===== config.mk =====
export PLATFORM = sky130hd
export DESIGN_NAME = axis_uart_transmitter
export DESIGN_NICKNAME = d
export VERILOG_FILES = /design/src/rtl/axis_uart_transmitter.sv
export SDC_FILE = /design/constraint.sdc
export NUM_CORES = 1
export LEC_CHECK = 0
export CAP_MARGIN = 20
export CORE_ASPECT_RATIO = 1.25
export CORE_MARGIN = 5
export CORE_UTILIZATION = 44
export CTS_CLUSTER_DIAMETER = 30
export CTS_CLUSTER_SIZE = 28
export DETAILED_ROUTE_END_ITERATION = 8
export PLACE_DENSITY = 0.61
export SETUP_SLACK_MARGIN = 0.1
export SLEW_MARGIN = 20
export SYNTH_ARGS = -nofsm -noshare
export SYNTH_HDL_FRONTEND = slang
export SYNTH_SLANG_ARGS = --single-unit

===== constraint.sdc =====
create_clock -name clk -period 4.5 [get_ports clk]
set_clock_uncertainty 0.15 [all_clocks]
set_input_delay 0.9 -clock clk [delete_from_list [all_inputs] [get_ports clk]]
set_output_delay 0.9 -clock clk [all_outputs]
set_load 0.005 [all_outputs]

===== src/rtl/axis_uart_transmitter.sv =====
// axis_uart_transmitter
//   AXI4-Stream slave to UART transmitter. Each accepted word goes out as one
//   frame: a start bit (0), DATA_WIDTH data bits LSB first, and a stop bit (1).
//   Bit timing comes from an integer divide of the system clock.
//
// Ports:
//   clk     in   system clock, rising edge
//   rst_n   in   asynchronous active-low reset
//   tdata   in   stream payload, captured on tvalid & tready
//   tvalid  in   source has a word
//   tready  out  high only while idle (registered)
//   out     out  UART TX line, idles high (registered)
module axis_uart_transmitter #(
  parameter int unsigned CLK_FREQ_HZ = 125_000_000,
  parameter int unsigned BAUD_RATE   = 9_600,
  parameter int unsigned DATA_WIDTH  = 8
) (
  input  logic                  clk,
  input  logic                  rst_n,
  input  logic [DATA_WIDTH-1:0] tdata,
  input  logic                  tvalid,
  output logic                  tready,
  output logic                  out
);

  localparam int unsigned CLKS_PER_BIT = CLK_FREQ_HZ / BAUD_RATE;
  localparam int unsigned CNT_W = (CLKS_PER_BIT > 1) ? $clog2(CLKS_PER_BIT) : 1;
  localparam int unsigned BIT_W = (DATA_WIDTH > 1) ? $clog2(DATA_WIDTH) : 1;

  localparam logic [CNT_W-1:0] CNT_LAST = CNT_W'(CLKS_PER_BIT - 1);
  localparam logic [BIT_W-1:0] BIT_LAST = BIT_W'(DATA_WIDTH - 1);

  if (CLKS_PER_BIT < 2) begin : g_bad_divider
    $error("axis_uart_transmitter: CLK_FREQ_HZ / BAUD_RATE must be at least 2");
  end

  if (DATA_WIDTH < 1 || DATA_WIDTH > 16) begin : g_bad_width
    $error("axis_uart_transmitter: DATA_WIDTH must be in 1..16");
  end

  typedef enum logic [1:0] {
    S_IDLE,
    S_START,
    S_DATA,
    S_STOP
  } state_t;

  state_t                state_q;
  logic [CNT_W-1:0]      clk_cnt_q;
  logic [BIT_W-1:0]      bit_cnt_q;
  logic [DATA_WIDTH-1:0] shift_q;
  logic [DATA_WIDTH-1:0] shift_d;
  logic                  out_q;
  logic                  tready_q;
  logic                  bit_end;

  // Shifted-out view of the register; its bit 0 is the next data bit on the line.
  always_comb begin
    shift_d = shift_q >> 1;
    bit_end = (clk_cnt_q == CNT_LAST);
  end

  // Outputs are registered and loaded one edge ahead of the state they belong
  // to, so the line changes on the same edge as the state transition.
  always_ff @(posedge clk or negedge rst_n) begin
    if (!rst_n) begin
      state_q   <= S_IDLE;
      clk_cnt_q <= '0;
      bit_cnt_q <= '0;
      shift_q   <= '0;
      out_q     <= 1'b1;
      tready_q  <= 1'b1;
    end else begin
      case (state_q)
        S_IDLE: begin
          clk_cnt_q <= '0;
          bit_cnt_q <= '0;
          if (tvalid && tready_q) begin
            shift_q  <= tdata;
            state_q  <= S_START;
            tready_q <= 1'b0;
            out_q    <= 1'b0;
          end
        end

        S_START: begin
          if (bit_end) begin
            clk_cnt_q <= '0;
            bit_cnt_q <= '0;
            state_q   <= S_DATA;
            out_q     <= shift_q[0];
          end else begin
            clk_cnt_q <= clk_cnt_q + 1'b1;
          end
        end

        S_DATA: begin
          if (bit_end) begin
            clk_cnt_q <= '0;
            shift_q   <= shift_d;
            if (bit_cnt_q == BIT_LAST) begin
              state_q <= S_STOP;
              out_q   <= 1'b1;
            end else begin
              bit_cnt_q <= bit_cnt_q + 1'b1;
              out_q     <= shift_d[0];
            end
          end else begin
            clk_cnt_q <= clk_cnt_q + 1'b1;
          end
        end

        S_STOP: begin
          if (bit_end) begin
            clk_cnt_q <= '0;
            state_q   <= S_IDLE;
            tready_q  <= 1'b1;
          end else begin
            clk_cnt_q <= clk_cnt_q + 1'b1;
          end
        end

        default: begin
          state_q  <= S_IDLE;
          out_q    <= 1'b1;
          tready_q <= 1'b1;
        end
      endcase
    end
  end

  assign out    = out_q;
  assign tready = tready_q;

endmodule


==> results.tsv, run 1 <==
metric	value	unit
synth top area cells	dfrtp_1 43%, ha_1 6.3%, xnor2_1 5.5%	
vias per cell	5.51	
GP Congestion	0.899	
hold crit path type	flop to flop	
Post-synth EDFFs	0	
Total Wirelength	3020	um
Hold Violations, Final	0	
Peak supply drop	0.167	mV
Port Buffers	12	
chip width	63.7	um
largest family of logic cells by synthesized area	simple AND/OR/NAND/NOR gates	
Post-Syn Instances	151	
Synth Net Count	170	
hold endpoint	clk_cnt_q[0]	
P_leak	0.790	nW
commonest non-fill, non-tap cell in the layout	dfrtp_1	
Die H	77.1	um
maxcap violations	0	
Final Setup Violations	0	
Tot Pwr	0.000483	W
initial antenna violation count	0	
Die ar.	4910	um2
synth warn	0	
reg2reg setup slack	2230	ps
Worst Hold Launch	clk_cnt_q[0]	
DRT Pass-1 Iters	4	
Fmax achieved	0.413	GHz
Avg Cell Area, Syn	10.5	um2
Synth Area in Compound Gates	13.7	%
post-CTS resize count	0	
Post-Synth Adder-Cell Area	6.31	%
I/O pin total	13	
GR Overflow Total	0	
Power Density	264	nW/um2
worst reg2reg startpoint	clk_cnt_q[0]	
clock sinks	29	
Critical Path Max Stage Delay	460	ps
Final Cycle Share	53.8	%
DR vias	1146	
DRC Markers	0	
clk slew on worst S/H paths	70	ps
clk root buf	clkbuf_8	
H-tree lvl count	2	
Seq. cell area	728	um2
TritonCTS Buffers	5	
CTS max path bufs	2	
utilization after layout	52.5	%
Synth Area in Simple Gates	19.1	%
antenna viol nets, final	0	
post-CTS setup buffer count	0	
Slew Limit Fails	0	
DRT iter0 DRCs	48	
crit path DAT	2430	ps
Setup CP Type	primary input to flop	
area of the multi-input gates	796	um2
R2R cell count	6	
setup TNS	0	ps
share of layout cells above drive strength 1	19.5	%
number of distinct library cells after synthesis	34	
RSZ-0062 raised after global routing	no	
sequential share of the synthesized area	45.9	%
Worst-Skew Late Latency	280	ps
Post-synth ARST share	100	%
layout overhead on the synthesized area	15.2	%
ant diodes	0	
mux cell area share after synthesis	4.42	%
hpwl dp	2120	um
CP required	4510	ps
dominant cell type by area after synthesis	dfrtp_1	
TritonCTS clock tree	yes	
most frequent cells in the layout	27 x dfrtp_1, 20 x nor2_1, 12 x clkdlybuf4s50_1	
Max stage delay cell, worst path	clkdlybuf4s50_1	
Most used DFF post-synth	dfrtp_1	
largest net degree at the start of global routing	30	
first-pass GRT wire length	5310	um
status	finished, final reports clean	
max_slew headroom	73.3	%
CORE AREA	3480	um2
Synth Area in XOR/XNOR	6.62	%
Filler cells	320	
# nets final	187	
CP Max Fanout	7	
number of global-route vias before repair	1152	
Cells on Worst Hold Path	1	
Crit. End Element	flop	
Cell Rows	24	
total track usage	13.8	%
post-synth top area share	42.6	%
#FFs+latches synth	29	
worst r2r dst	clk_cnt_q[7]	
minimum clock period	2420	ps
CP startpoint kind	primary input	
crit path cell chain	clkdlybuf4s50_1 -> a21boi_0 -> nor2_1 -> a21bo_4 -> o221a_2	
worst-margin pin slew	396	ps
Hold-fix buffers, CTS	0	
wire per inst	14.5	um
Initial Util	45.5	%
post-synthesis cell area	1590	um2
## flip-flops by register name, indices dropped and copies added (netlist names)
signal and count:
clk_cnt_q 14, bit_cnt_q 3, shift_q 8, out 1
tready 1, state_q 2
## power breakdown
group,switching (W),internal (W)
sequential,0,0.000261
combinational,0.00000632,0.00000823
clock,0.000101,0.000107
total,0.000107,0.000376
## synthesized netlist by cell type (all sizes together), types with 3 or more instances
library cell   n
nor4           5
nand3          7
nor2          20
o21ai          6
ha             8
xnor2         10
buf            3
or2            8
nand2          5
inv           10
mux2i          4
nor3           4
a21oi          4
o221a          7
dfrtp         27
nand4          3
o2bb2ai        3
## cell families after synthesis
family | Yosys count
mux | 6
xor+xnor | 12
compound gates | 25
flops | 29
buf+inv | 14
fa+ha+maj | 8
simple gates | 57
## area by class of cell
| type | count | share of cell area [%] |
|---|---|---|
| multi-input combinational | 108 | 43.5 |
| sequential | 29 | 39.8 |
| timing repair buffer | 14 | 7.39 |
| clock buffer | 6 | 3.97 |
| tap | 39 | 2.67 |
| inverter | 10 | 2.05 |
| clock inverter | 2 | 0.548 |
## critical path, delay by kind of cell
kind            cells  cell delay (ps)
buf+inv             1              460
compound gates      3              910
simple gates        1              160
## metal layers
layer | up-vias | GRT usage [%] | part of all wire, %
li1 | 557 | - | -
met4 | 0 | 8.73 | 3.4
met1 | 555 | 16.7 | 44
met2 | 25 | 20.5 | 49
met5 | - | 0 | 0
met3 | 9 | 4.97 | 3.4
## worst max path at each step
stage                     depth (start not counted)          to          from
final                                             5  shift_q[3]        tvalid
after global routing                              5  shift_q[3]        tvalid
after CTS                                         1      tready        tready
after detailed placement                          5  shift_q[3]        tvalid
after global placement                            5  shift_q[3]        tvalid
after floorplan                                   6  state_q[1]  clk_cnt_q[0]
## stage by stage
| stage | hold WS [ps] | cell area (um2) | setup slack, ps | instances |
|---|---|---|---|---|
| global placement | 304 | 1750 | 1840 | 200 |
| finish | 314 | 1830 | 2080 | 208 |
| detailed placement | 310 | 1750 | 1790 | 200 |
| floorplan | 283 | 1590 | 2350 | 151 |
| global route | 330 | 1830 | 2020 | 208 |
| CTS | 319 | 1830 | 2080 | 208 |
No activity file was read; power rests on OpenSTA's default activity.
==> run 2: changes to the inputs <==
clock period = 2.3 ns   (was 4.5 ns; I/O delays follow)
==> run 2 against run 1 <==
  * Critical path depth is the same
  * Worst hold slack improved by 14 ps
  * Final area rose by 2.1%
  * Sequential share of layout area down 0.83 points
  * Count of clock-buffer cells in the layout decreased by 1
  * Worst setup slack worse by 1900 ps
  * Wire length grew 0.73%
==> results.tsv, run 2 (same netlist as run 1, synthesis figures left out) <==
metric	value	unit
status	finished, final reports clean	
final worst slack	173	ps
minimum clock period	2130	ps
Initial Util	45.5	%
DR vias	1125	
total track usage	13.7	%
Hold-fix buffers, CTS	0	
Cell Rows	24	
wire per inst	14.4	um
clk slew on worst S/H paths	70	ps
GP Congestion	0.842	
Biggest register	clk_cnt_q	
max_slew headroom	75.6	%
Post-DP Area	1760	um2
NetSw	0.000214	W
Final Instance Area	1870	um2
commonest non-fill, non-tap cell in the layout	dfrtp_1	
ant diodes	0	
largest registers	clk_cnt_q x14, shift_q x8, bit_cnt_q x3	
I/O pin total	13	
Critical Path Max Stage Delay	550	ps
hold crit path type	flop to flop	
Final Cycle Share	92.5	%
H-tree lvl count	2	
Worst-Skew Late Latency	280	ps
share of layout cells above drive strength 1	21.5	%
hpwl dp	2160	um
worst-margin pin slew	365	ps
Die ar.	4910	um2
DRC Markers	0	
switching part of the total power	22.6	%
Fmax achieved	0.470	GHz
Final Setup Violations	0	
most frequent cells in the layout	27 x dfrtp_1, 20 x nor2_1, 12 x clkdlybuf4s50_1	
TritonCTS clock tree	yes	
Peak supply drop	0.375	mV
Setup CP Type	flop to flop	
initial antenna violation count	0	
crit path DAT	2140	ps
number of global-route vias before repair	1268	
CORE AREA	3480	um2
P_leak	0.822	nW
CP Max Fanout	6	
TritonCTS Buffers	5	
number of flip-flops in the largest register	14	
clk root buf	clkbuf_8	
Place WS	96.4	ps
hold_ws	329	ps
DRT iter0 DRCs	64	
CP startpoint kind	flop	
antenna viol nets, final	0	
Crit. End Element	flop	
Max stage delay cell, worst path	or4bb_1	
Die H	77.1	um
largest net degree at the start of global routing	30	
Slew Limit Fails	0	
first-pass GRT wire length	5400	um
chip width	63.7	um
setup TNS	0	ps
Power Density	508	nW/um2
Int Power	0.000734	W
CTS max path bufs	2	
crit path cell chain	or4bb_1 -> nor4_4 -> buf_6 -> o21ai_4 -> mux2_4	
vias per cell	5.33	
Hold Violations, Final	0	
Total Wirelength	3050	um
GR Overflow Total	0	
Combinational Power Share	3.0	%
DRT Pass-1 Iters	4	
Reg power frac	53.8	%
CP required	2320	ps
layout overhead on the synthesized area	17.7	%
RSZ-0062 raised after global routing	no	
Port Buffers	12	
clock sinks	29	
Clock power frac	43.2	%
# nets final	190	
maxcap violations	0	
[run 2: final timing paths]
kind                                 to  slack (ps)     startpoint  cells past startpoint
min                        clk_cnt_q[0]         330   clk_cnt_q[0]                      1
min reg2reg                clk_cnt_q[0]         330   clk_cnt_q[0]                      1
max in group asynchronous        tready        1280          rst_n                      2
max                          state_q[1]         170  clk_cnt_q[11]                      5
max reg2reg                  state_q[1]         170  clk_cnt_q[11]                      5
min in group asynchronous  clk_cnt_q[3]         400          rst_n                      2
[run 2: layout make-up]
type,instances,area [um2]
Fill cell,304,1620
Multi-Input combinational cell,108,807
Sequential cell,29,728
Timing Repair Buffer,17,159
Clock buffer,5,68.8
Tap cell,39,48.8
Inverter,10,37.5
Clock inverter,3,17.5
[run 2: routing by layer]
metal  up-vias  track usage (%)  wire length [um]
li1        564                -                 -
met1       529             16.2              1310
met2        24             21.6              1530
met3         8             4.39               134
met4         0             7.69                68
met5         -                0                 0
[run 2: through the flow]
step	power, W	utilization (%)	cells
detailed placement	0.000549	50.5	202
global route	0.000994	53.6	211
floorplan	0.000520	-	151
global placement	0.000549	50.5	202
CTS	0.000968	53.0	210
finish	0.000948	53.6	211
[run 2: power by group through the flow]
| stage | Clock (W) | Combinational (W) | Sequential, W |
|---|---|---|---|
| 6_report | 0.000410 | 0.0000285 | 0.000510 |
| 5_1_grt | 0.000452 | 0.0000318 | 0.000510 |
| 4_1_cts | 0.000428 | 0.0000296 | 0.000510 |
| 3_5_place_dp | 0 | 0.0000295 | 0.000520 |
| 3_3_place_gp | 0 | 0.0000292 | 0.000520 |
| 2_1_floorplan | 0 | 0.000000688 | 0.000520 |
[run 2: critical path, delay by kind of cell (launching register included)]
family          cells  cell delay, ps
buf+inv             1             190
simple gates        2             880
flops               1             420
mux                 1             310
compound gates      1              70
[run 2: what timing repair did]
action | in CTS | in global routing
pin swaps | 0 | 3
endpoints found under the hold margin | 0 | 0
cloned | 0 | 1
buffers inserted | 0 | 0
endpoints found under the setup margin | 14 | 26
resized for setup | 0 | 4
